### src/rtl/mem_port_arbiter.sv
// Two-requester (fetch F, load/store D) arbiter for a single fixed-latency memory port.
// Define ARB_RR_EN for round-robin on contested grants; default is fixed priority D over F.
module mem_port_arbiter #(
    parameter int AW      = 16,
    parameter int DW      = 16,
    parameter int MEM_LAT = 2
) (
    input  logic          clk,
    input  logic          reset,
    input  logic          d_req,
    input  logic          d_we,
    input  logic [AW-1:0] d_addr,
    input  logic [DW-1:0] d_wdata,
    output logic          d_gnt,
    output logic          d_rvalid,
    output logic [DW-1:0] d_rdata,
    input  logic          f_req,
    input  logic [AW-1:0] f_addr,
    output logic          f_gnt,
    output logic          f_rvalid,
    output logic [DW-1:0] f_rdata,
    output logic          mem_read,
    output logic          mem_write,
    output logic [AW-1:0] address,
    output logic [DW-1:0] data_out,
    input  logic [DW-1:0] data_in,
    output logic          busy
);

    localparam int CW = (MEM_LAT > 1) ? $clog2(MEM_LAT) : 1;
    localparam logic [CW-1:0] CNT_LAST = CW'(MEM_LAT - 1);

    typedef enum logic {
        IDLE   = 1'b0,
        ACCESS = 1'b1
    } state_t;

    state_t        state, state_nxt;
    logic [CW-1:0] cnt, cnt_nxt;
    logic          last_d, last_d_nxt;
    logic          cur_d, cur_d_nxt;
    logic          pick_d;
    logic          d_gnt_nxt, f_gnt_nxt, d_rvalid_nxt, f_rvalid_nxt;
    logic          mem_read_nxt, mem_write_nxt;
    logic [DW-1:0] d_rdata_nxt, f_rdata_nxt, data_out_nxt;
    logic [AW-1:0] address_nxt;

`ifdef ARB_RR_EN
    // last_d resets to 0 (F was last), so the first contested grant goes to D
    assign pick_d = d_req & (~f_req | ~last_d);
`else
    assign pick_d = d_req;
`endif

    assign busy = (state == ACCESS);

    always_ff @(posedge clk or posedge reset) begin
        if (reset) begin
            state     <= IDLE;
            cnt       <= '0;
            last_d    <= 1'b0;
            cur_d     <= 1'b0;
            d_gnt     <= 1'b0;
            f_gnt     <= 1'b0;
            d_rvalid  <= 1'b0;
            f_rvalid  <= 1'b0;
            d_rdata   <= '0;
            f_rdata   <= '0;
            mem_read  <= 1'b0;
            mem_write <= 1'b0;
            address   <= '0;
            data_out  <= '0;
        end else begin
            state     <= state_nxt;
            cnt       <= cnt_nxt;
            last_d    <= last_d_nxt;
            cur_d     <= cur_d_nxt;
            d_gnt     <= d_gnt_nxt;
            f_gnt     <= f_gnt_nxt;
            d_rvalid  <= d_rvalid_nxt;
            f_rvalid  <= f_rvalid_nxt;
            d_rdata   <= d_rdata_nxt;
            f_rdata   <= f_rdata_nxt;
            mem_read  <= mem_read_nxt;
            mem_write <= mem_write_nxt;
            address   <= address_nxt;
            data_out  <= data_out_nxt;
        end
    end

    always_comb begin
        state_nxt     = state;
        cnt_nxt       = cnt;
        last_d_nxt    = last_d;
        cur_d_nxt     = cur_d;
        d_gnt_nxt     = 1'b0;
        f_gnt_nxt     = 1'b0;
        d_rvalid_nxt  = 1'b0;
        f_rvalid_nxt  = 1'b0;
        d_rdata_nxt   = d_rdata;
        f_rdata_nxt   = f_rdata;
        mem_read_nxt  = mem_read;
        mem_write_nxt = mem_write;
        address_nxt   = address;
        data_out_nxt  = data_out;
        unique case (state)
            IDLE: begin
                if (d_req || f_req) begin
                    state_nxt = ACCESS;
                    cnt_nxt   = '0;
                    cur_d_nxt = pick_d;
                    if (pick_d) begin
                        address_nxt   = d_addr;
                        data_out_nxt  = d_wdata;
                        mem_write_nxt = d_we;
                        mem_read_nxt  = ~d_we;
                        d_gnt_nxt     = 1'b1;
                    end else begin
                        address_nxt  = f_addr;
                        mem_read_nxt = 1'b1;
                        f_gnt_nxt    = 1'b1;
                    end
                end
            end
            ACCESS: begin
                cnt_nxt = cnt + CW'(1);
                if (cnt == CNT_LAST) begin
                    state_nxt     = IDLE;
                    mem_read_nxt  = 1'b0;
                    mem_write_nxt = 1'b0;
                    last_d_nxt    = cur_d;
                    if (mem_read) begin
                        if (cur_d) begin
                            d_rdata_nxt  = data_in;
                            d_rvalid_nxt = 1'b1;
                        end else begin
                            f_rdata_nxt  = data_in;
                            f_rvalid_nxt = 1'b1;
                        end
                    end
                end
            end
            default: state_nxt = IDLE;
        endcase
    end

endmodule

### config.mk
export PLATFORM = sky130hd
export DESIGN_NAME = mem_port_arbiter
export DESIGN_NICKNAME = d
export VERILOG_FILES = /design/src/rtl/mem_port_arbiter.sv
export SDC_FILE = /design/constraint.sdc
export NUM_CORES = 1
export LEC_CHECK = 0
export ABC_AREA = 0
export BUFFER_PORTS_ARGS = -buffer_cell sky130_fd_sc_hd__buf_4
export CELL_PAD_IN_SITES_DETAIL_PLACEMENT = 1
export CELL_PAD_IN_SITES_GLOBAL_PLACEMENT = 1
export CORE_ASPECT_RATIO = 0.6
export CORE_UTILIZATION = 35
export DETAILED_ROUTE_END_ITERATION = 10
export GPL_TIMING_DRIVEN = 0
export PLACE_DENSITY_LB_ADDON = 0.1
export SLEW_MARGIN = 20
export SYNTH_ARGS = -nofsm -noshare
export SYNTH_HDL_FRONTEND = slang
export SYNTH_SLANG_ARGS = --single-unit
### constraint.sdc
create_clock -name clk -period 3 [get_ports clk]
set_clock_uncertainty 0.15 [all_clocks]
set_input_delay 0.15 -clock clk [delete_from_list [all_inputs] [get_ports clk]]
set_output_delay 0.15 -clock clk [all_outputs]
set_load 0.02 [all_outputs]
==> results.json, run 1 <==
{
  "run_status": "finished, final reports clean",
  "root_buffer": "clkbuf_16",
  "row_count": 25,
  "finalHoldViolations": 0,
  "synth_fp_nets": 288,
  "multiInputGateArea_um2": 1040,
  "hpwl_um": 6410,
  "cp-start-kind": "register",
  "netlist_instances": 219,
  "synthToLayoutAreaGrowth_pct": 69.0,
  "core-area_um2": 8070,
  "final_common_cell": "buf_4",
  "p_seq_frac": 0.331,
  "fin_setup_tns_ps": 0,
  "drt_iter0_markers": 83,
  "grt_pass1_wl_um": 15400,
  "synth_cell_types": 25,
  "grt_max_degree": 56,
  "cts_tree": "built",
  "synth_top_area_cell": "dfrtp_1",
  "synth.avg_cell_area_um2": 13.6,
  "fp.dieH_um": 73.5,
  "internal-power_mw": 3.46,
  "grt_pass1_vias": 2942,
  "p_per_area_nw_per_um2": 1090,
  "first_pass_iters": 4,
  "mostFrequentLayoutCells": "buf_4 (142), dfrtp_1 (73), dlygate4sd3_1 (54), mux2_2 (39), nor3_1 (22)",
  "reg2regPathDepth": 6,
  "htreeDepth": 3,
  "drc": 0,
  "fp.dieW_um": 121,
  "synth_top_area_share": 0.612,
  "ys_seq_elements": 73,
  "hp-class": "in -> reg",
  "setup-violations-final": 0,
  "start_util": 0.370,
  "numCtsBuffers": 9,
  "regArea_um2": 1830,
  "crit_fanout": 10,
  "placed_cell_area_um2": 4190,
  "ys_warn_count": 0,
  "max_freq_ghz": 0.436,
  "synth_simple_gate_area_share": 0.0902,
  "fin_nets": 493,
  "pre_cts_ws_ps": 1260,
  "portBuffers": 139,
  "switching_share": 0.369,
  "fill_cells": 815,
  "final_max_slew_viol_count": 0,
  "finalWorstSetupSlack_ps": 706,
  "diodes": 0,
  "synthesis.area_um2": 2980,
  "vias": 2629,
  "detail-route-antenna-nets": 0,
  "worstMarginPinSlew_ps": 491,
  "yosys.area_share.adder": 0,
  "fin_crit_sh": 0.765,
  "yosysSeqAreaShare": 0.612,
  "synth_xor_area_frac": 0,
  "wl_per_cell_um": 17.8,
  "clk_latency_ps": 330,
  "synth_compound_area_frac": 0.0629,
  "cp.arrival_ps": 2360,
  "worstPathRequired_ps": 3060,
  "die_area_um2": 8910,
  "design_area_um2": 5040,
  "place.gp.congestion": 0.732,
  "hold_path_depth": 3,
  "critical_path_class": "reg -> reg",
  "synth.area.mux_share": 0.196,
  "rsz0062_at_grt": "false",
  "synthTopCellsByArea": "dfrtp_1 (61%), mux2_2 (15%), mux2_4 (4.5%)",
  "via_per_inst": 4.90,
  "antenna_found_initial": 0,
  "ios": 140,
  "ctsResizeCount": 0,
  "overflow": 0,
  "cts.sinks": 73,
  "cp-end-kind": "register",
  "p_leak_nw": 2.40,
  "grt_usage": 0.234,
  "drive_gt1_frac": 0.508,
  "max_slew_margin": 0.672,
  "power_frac_comb": 0.469,
  "clkTransAtPathRegs_ps": 50,
  "finalCriticalPeriod_ps": 2290,
  "synth_top_family_by_area": "multiplexers",
  "cts_buffer_depth": 2,
  "pwr-share-clk": 0.199,
  "switchingPower_mw": 2.03,
  "ir_drop_mv": 0.515,
  "drt-total-wl_um": 9540,
  "maxCapViolations": 0
}
## layer usage
metal  global-route usage  part of all wire  vias up
met5                    0                 0        -
met4               0.0850             0.015        0
met3               0.0815             0.063       18
met2                0.382              0.47       89
met1                0.289              0.45     1320
li1                     -                 -     1202
## path summary, 6_finish.rpt
kind / from / to / slack [ps]
setup / recovery: busy / address[5] / 710
hold reg to reg: f_rdata[11] / f_rdata[11] / 350
setup reg to reg: busy / address[5] / 710
min in group asynchronous: reset / d_rdata[2] / 200
hold / removal: d_addr[4] / address[4] / 9
max in group asynchronous: reset / data_out[12] / 1950
## through the flow
stage	std cells	power (mW)	hold slack [ps]	util
finish	537	5.49	8.99	0.625
detailed placement	467	4.31	-27.3	0.519
global placement	466	4.22	187	0.516
global route	537	5.79	21.6	0.625
floorplan	219	3.18	86.6	-
CTS	537	5.53	1.52	0.625
## registers in the layout, indices dropped and copies added (netlist names)
name / count
d_gnt: 1
cnt: 1
d_rdata: 16
f_rvalid: 1
mem_read: 1
busy: 1
f_gnt: 1
d_rvalid: 1
f_rdata: 16
address: 16
mem_write: 1
data_out: 16
cur_d: 1
## cells by family after synthesis
kind of cell    Yosys count
flops                    73
mux                      49
simple gates             48
compound gates           29
buf+inv                  20
## critical path, stage by stage, from the launching register on
cell	delay, ps
dfrtp_1	450
buf_6	180
clkinv_1	290
buf_2	310
o22ai_1	200
a21oi_1	50
dlygate4sd3_1	550
## power groups by stage
stage	Clock, mW	Sequential [mW]	Combinational, mW
after floorplan	0	2.36	0.821
after global placement	0	1.79	2.43
after detailed placement	0	1.83	2.48
after CTS	1.12	1.82	2.59
after global routing	1.16	1.89	2.74
final	1.10	1.82	2.58
## synth_stat cells
library cell,instances
nor2_1,13
nand4b_4,1
buf_2,5
nand2b_1,4
mux2i_1,1
buf_4,3
a21oi_1,6
o21ai_0,1
nor2b_1,1
clkbuf_1,1
o32ai_1,6
nand2_1,3
clkinv_1,1
or2_2,1
mux2_4,9
mux2_2,39
nand4_4,1
nor3_1,22
or4b_2,1
dfrtp_1,73
and3_1,1
buf_6,3
o22ai_1,16
inv_1,6
buf_1,1
## cell type report
cell class	instances	area share
Tap cell	108	0.0268
Sequential cell	73	0.362
Clock buffer	14	0.0544
Multi-Input combinational cell	126	0.207
Buffer	13	0.0176
Clock inverter	2	0.00695
Timing Repair Buffer	194	0.320
Inverter	7	0.00571
## timing repair
item / in CTS / in global routing
hold buffers: 54 / 0
setup endpoints to repair: 0 / 0
buffers inserted: 0 / 0
endpoints found under the hold margin: 137 / 0
Power figures use the tool's default switching activity.
==> run 2, diff against run 1 <==
--- a/config.mk
+++ b/config.mk
@@ -5,12 +5,12 @@
 export SDC_FILE = /design/constraint.sdc
 export NUM_CORES = 1
 export LEC_CHECK = 0
-export ABC_AREA = 0
+export ABC_AREA = 1
 export BUFFER_PORTS_ARGS = -buffer_cell sky130_fd_sc_hd__buf_4
 export CELL_PAD_IN_SITES_DETAIL_PLACEMENT = 1
 export CELL_PAD_IN_SITES_GLOBAL_PLACEMENT = 1
 export CORE_ASPECT_RATIO = 0.6
-export CORE_UTILIZATION = 35
+export CORE_UTILIZATION = 30
 export DETAILED_ROUTE_END_ITERATION = 10
 export GPL_TIMING_DRIVEN = 0
 export PLACE_DENSITY_LB_ADDON = 0.1
==> constraint.sdc (replaced) <==
create_clock -name clk -period 2.1 [get_ports clk]
set_clock_uncertainty 0.15 [all_clocks]
set_input_delay 0.105 -clock clk [delete_from_list [all_inputs] [get_ports clk]]
set_output_delay 0.105 -clock clk [all_outputs]
set_load 0.02 [all_outputs]
==> run 2 against run 1 <==
- cell count increased by 35%
- highest routed layer unchanged
- core utilization decreased by 8.1 points
- global-route usage decreased by 2.1 points
- first-iteration DRC count decreased by 14%
- clock power increased by 54%
- largest power group unchanged
- sequential share of layout area decreased by 2.1 points
- largest cell class is now non-clock buffers
==> results.json, run 2 <==
{
  "run_status": "finished, final reports clean",
  "detail-route-antenna-nets": 0,
  "synth.avg_cell_area_um2": 8.47,
  "maxCapViolations": 0,
  "first_pass_iters": 4,
  "drive_gt1_frac": 0.311,
  "switching_share": 0.400,
  "p_leak_nw": 2.91,
  "ir_drop_mv": 0.673,
  "vias": 3157,
  "fp.dieW_um": 132,
  "cts_tree": "built",
  "ios": 140,
  "antenna_found_initial": 0,
  "p_per_area_nw_per_um2": 1440,
  "fp.dieH_um": 80.0,
  "setup-violations-final": 0,
  "core-area_um2": 9840,
  "async_reset_ff_frac": 1.00,
  "min_from": "d_req",
  "ys_seq_elements": 73,
  "worst_r2r_startpoint": "busy",
  "final_common_cell": "nand2_1",
  "worstMarginPinSlew_ps": 496,
  "synth_cell_types": 18,
  "yosysSeqAreaShare": 0.601,
  "ys_warn_count": 0,
  "fin_nets": 652,
  "grt_usage": 0.213,
  "place.gp.congestion": 0.763,
  "rsz0062_at_grt": "false",
  "row_count": 28,
  "netlist_instances": 359,
  "switchingPower_mw": 3.09,
  "final_max_slew_viol_count": 0,
  "hp-class": "in -> reg",
  "yosysMostFrequentCell": "nand2_1",
  "max_freq_ghz": 0.564,
  "synth_top_area_share": 0.601,
  "power_frac_comb": 0.459,
  "clkTransAtPathRegs_ps": 60,
  "grt_max_degree": 32,
  "synthTopCellsByArea": "dfrtp_1 (60%), nand2_1 (27%), nand3_1 (3.1%)",
  "crit_fanout": 10,
  "drt-total-wl_um": 10500,
  "fin_crit_sh": 0.844,
  "cts_buffer_depth": 2,
  "gr-usage-met2": 0.364,
  "whs_ps": 7.15,
  "worstPathRequired_ps": 2160,
  "p_seq_frac": 0.323,
  "placed_cell_area_um2": 4300,
  "cp-start-kind": "register",
  "crit_path_start": "busy",
  "ctsResizeCount": 0,
  "pre_cts_ws_ps": 592,
  "hpwl_um": 7010,
  "overflow": 0,
  "drc": 0,
  "internal-power_mw": 4.63,
  "cp.arrival_ps": 1830,
  "via_per_inst": 4.37,
  "cp-end-kind": "register",
  "clk_latency_ps": 320,
  "ys_top_cells_by_count": "nand2_1 (216), dfrtp_1 (73), nand3_1 (19)",
  "synthToLayoutAreaGrowth_pct": 75.9,
  "finalHoldViolations": 0,
  "die_area_um2": 10600,
  "wl_per_cell_um": 14.5,
  "diodes": 0,
  "grt_util_met1": 0.265,
  "finalWorstSetupSlack_ps": 327,
  "numCtsBuffers": 9,
  "cts.sinks": 73,
  "start_util": 0.309,
  "grt_pass1_wl_um": 17300,
  "critical_path_class": "reg -> reg",
  "gr-max-usage-layer": "met2",
  "portBuffers": 139,
  "mostFrequentLayoutCells": "nand2_1 (216), buf_4 (142), dfrtp_1 (73), dlygate4sd3_1 (72), nand3_1 (19)",
  "synthesis.area_um2": 3040,
  "synth_ff_type": "dfrtp_1",
  "finalCriticalPeriod_ps": 1770,
  "drt_iter0_markers": 71,
  "root_buffer": "clkbuf_16",
  "htreeDepth": 3,
  "synth_edf_count": 0,
  "fin_setup_tns_ps": 0,
  "synth_top_area_cell": "dfrtp_1",
  "synth_fp_nets": 428,
  "grt_pass1_vias": 3453,
  "max_slew_margin": 0.669,
  "pwr-share-clk": 0.218,
  "grt_util_met3": 0.0597,
  "design_area_um2": 5350
}
run 2: cell count changes after synthesis, moves of 4 or more:
cell | previous run | this run
a21oi_1 | 6 | 0
mux2_2 | 39 | 0
o32ai_1 | 6 | 0
nand2_1 | 3 | 216
mux2_4 | 9 | 0
nor2_1 | 13 | 2
nand2b_1 | 4 | 0
o22ai_1 | 16 | 0
o21ai_0 | 1 | 17
nand3_1 | 0 | 19
inv_2 | 0 | 4
nor3_1 | 22 | 1
run 2: cells by family (layout without fill, tap and decap cells):
| family | Yosys count | in the layout | share of synthesized area |
|---|---|---|---|
| AND/OR/NAND/NOR | 245 | 245 | 0.326 |
| AO/OA/AOI/OAI | 18 | 18 | 0.0309 |
| flip-flops | 73 | 73 | 0.601 |
| buffers and inverters | 23 | 252 | 0.0424 |
run 2: area by class of cell:
type,count,area (um^2)
fill,1195,4500
sequential,73,1830
timing repair buffer,213,1800
multi-input combinational,263,1080
clock buffer,11,253
tap,135,169
buffer,14,95.1
clock inverter,5,77.6
inverter,9,37.5
run 2: critical path: stages, from the launching register on:
cell and delay, ps:
dfrtp_1 470, inv_2 110, nand2_4 130, inv_2 100
nand2_1 80, nand2_1 50, dlygate4sd3_1 560
run 2: stage by stage:
stage	util	power, mW	instances
4_1_cts	0.543	7.81	723
5_1_grt	0.543	8.24	723
6_report	0.543	7.73	723
2_1_floorplan	-	4.28	359
3_3_place_gp	0.432	5.78	633
3_5_place_dp	0.436	5.89	635
run 2: power by group through the flow:
| stage | combinational [mW] | sequential, mW | clock [mW] |
|---|---|---|---|
| floorplan | 1.04 | 3.25 | 0 |
| global placement | 3.31 | 2.47 | 0 |
| detailed placement | 3.39 | 2.50 | 0 |
| CTS | 3.58 | 2.49 | 1.74 |
| global route | 3.87 | 2.58 | 1.79 |
| finish | 3.54 | 2.49 | 1.69 |
run 2: final timing paths:
check	cells after the start	slack (ps)	endpoint
worst min-delay path	4	7	data_out[15]
max in group asynchronous	5	840	data_out[9]
worst max register to register	6	330	data_out[10]
worst max-delay path	6	330	data_out[10]
min in group asynchronous	3	240	address[1]
worst min register to register	2	320	f_rdata[14]
run 2: timing repair:
item	4_1_cts	5_1_grt
hold buffers	72	0
buffers inserted	0	0
hold endpoints to repair	109	0
run 2: routing by layer:
metal / wire, um / vias to the layer above
met2: 4960 / 81
met1: 4870 / 1516
met4: 60 / 0
met5: 0 / -
met3: 577 / 4
li1: - / 1556
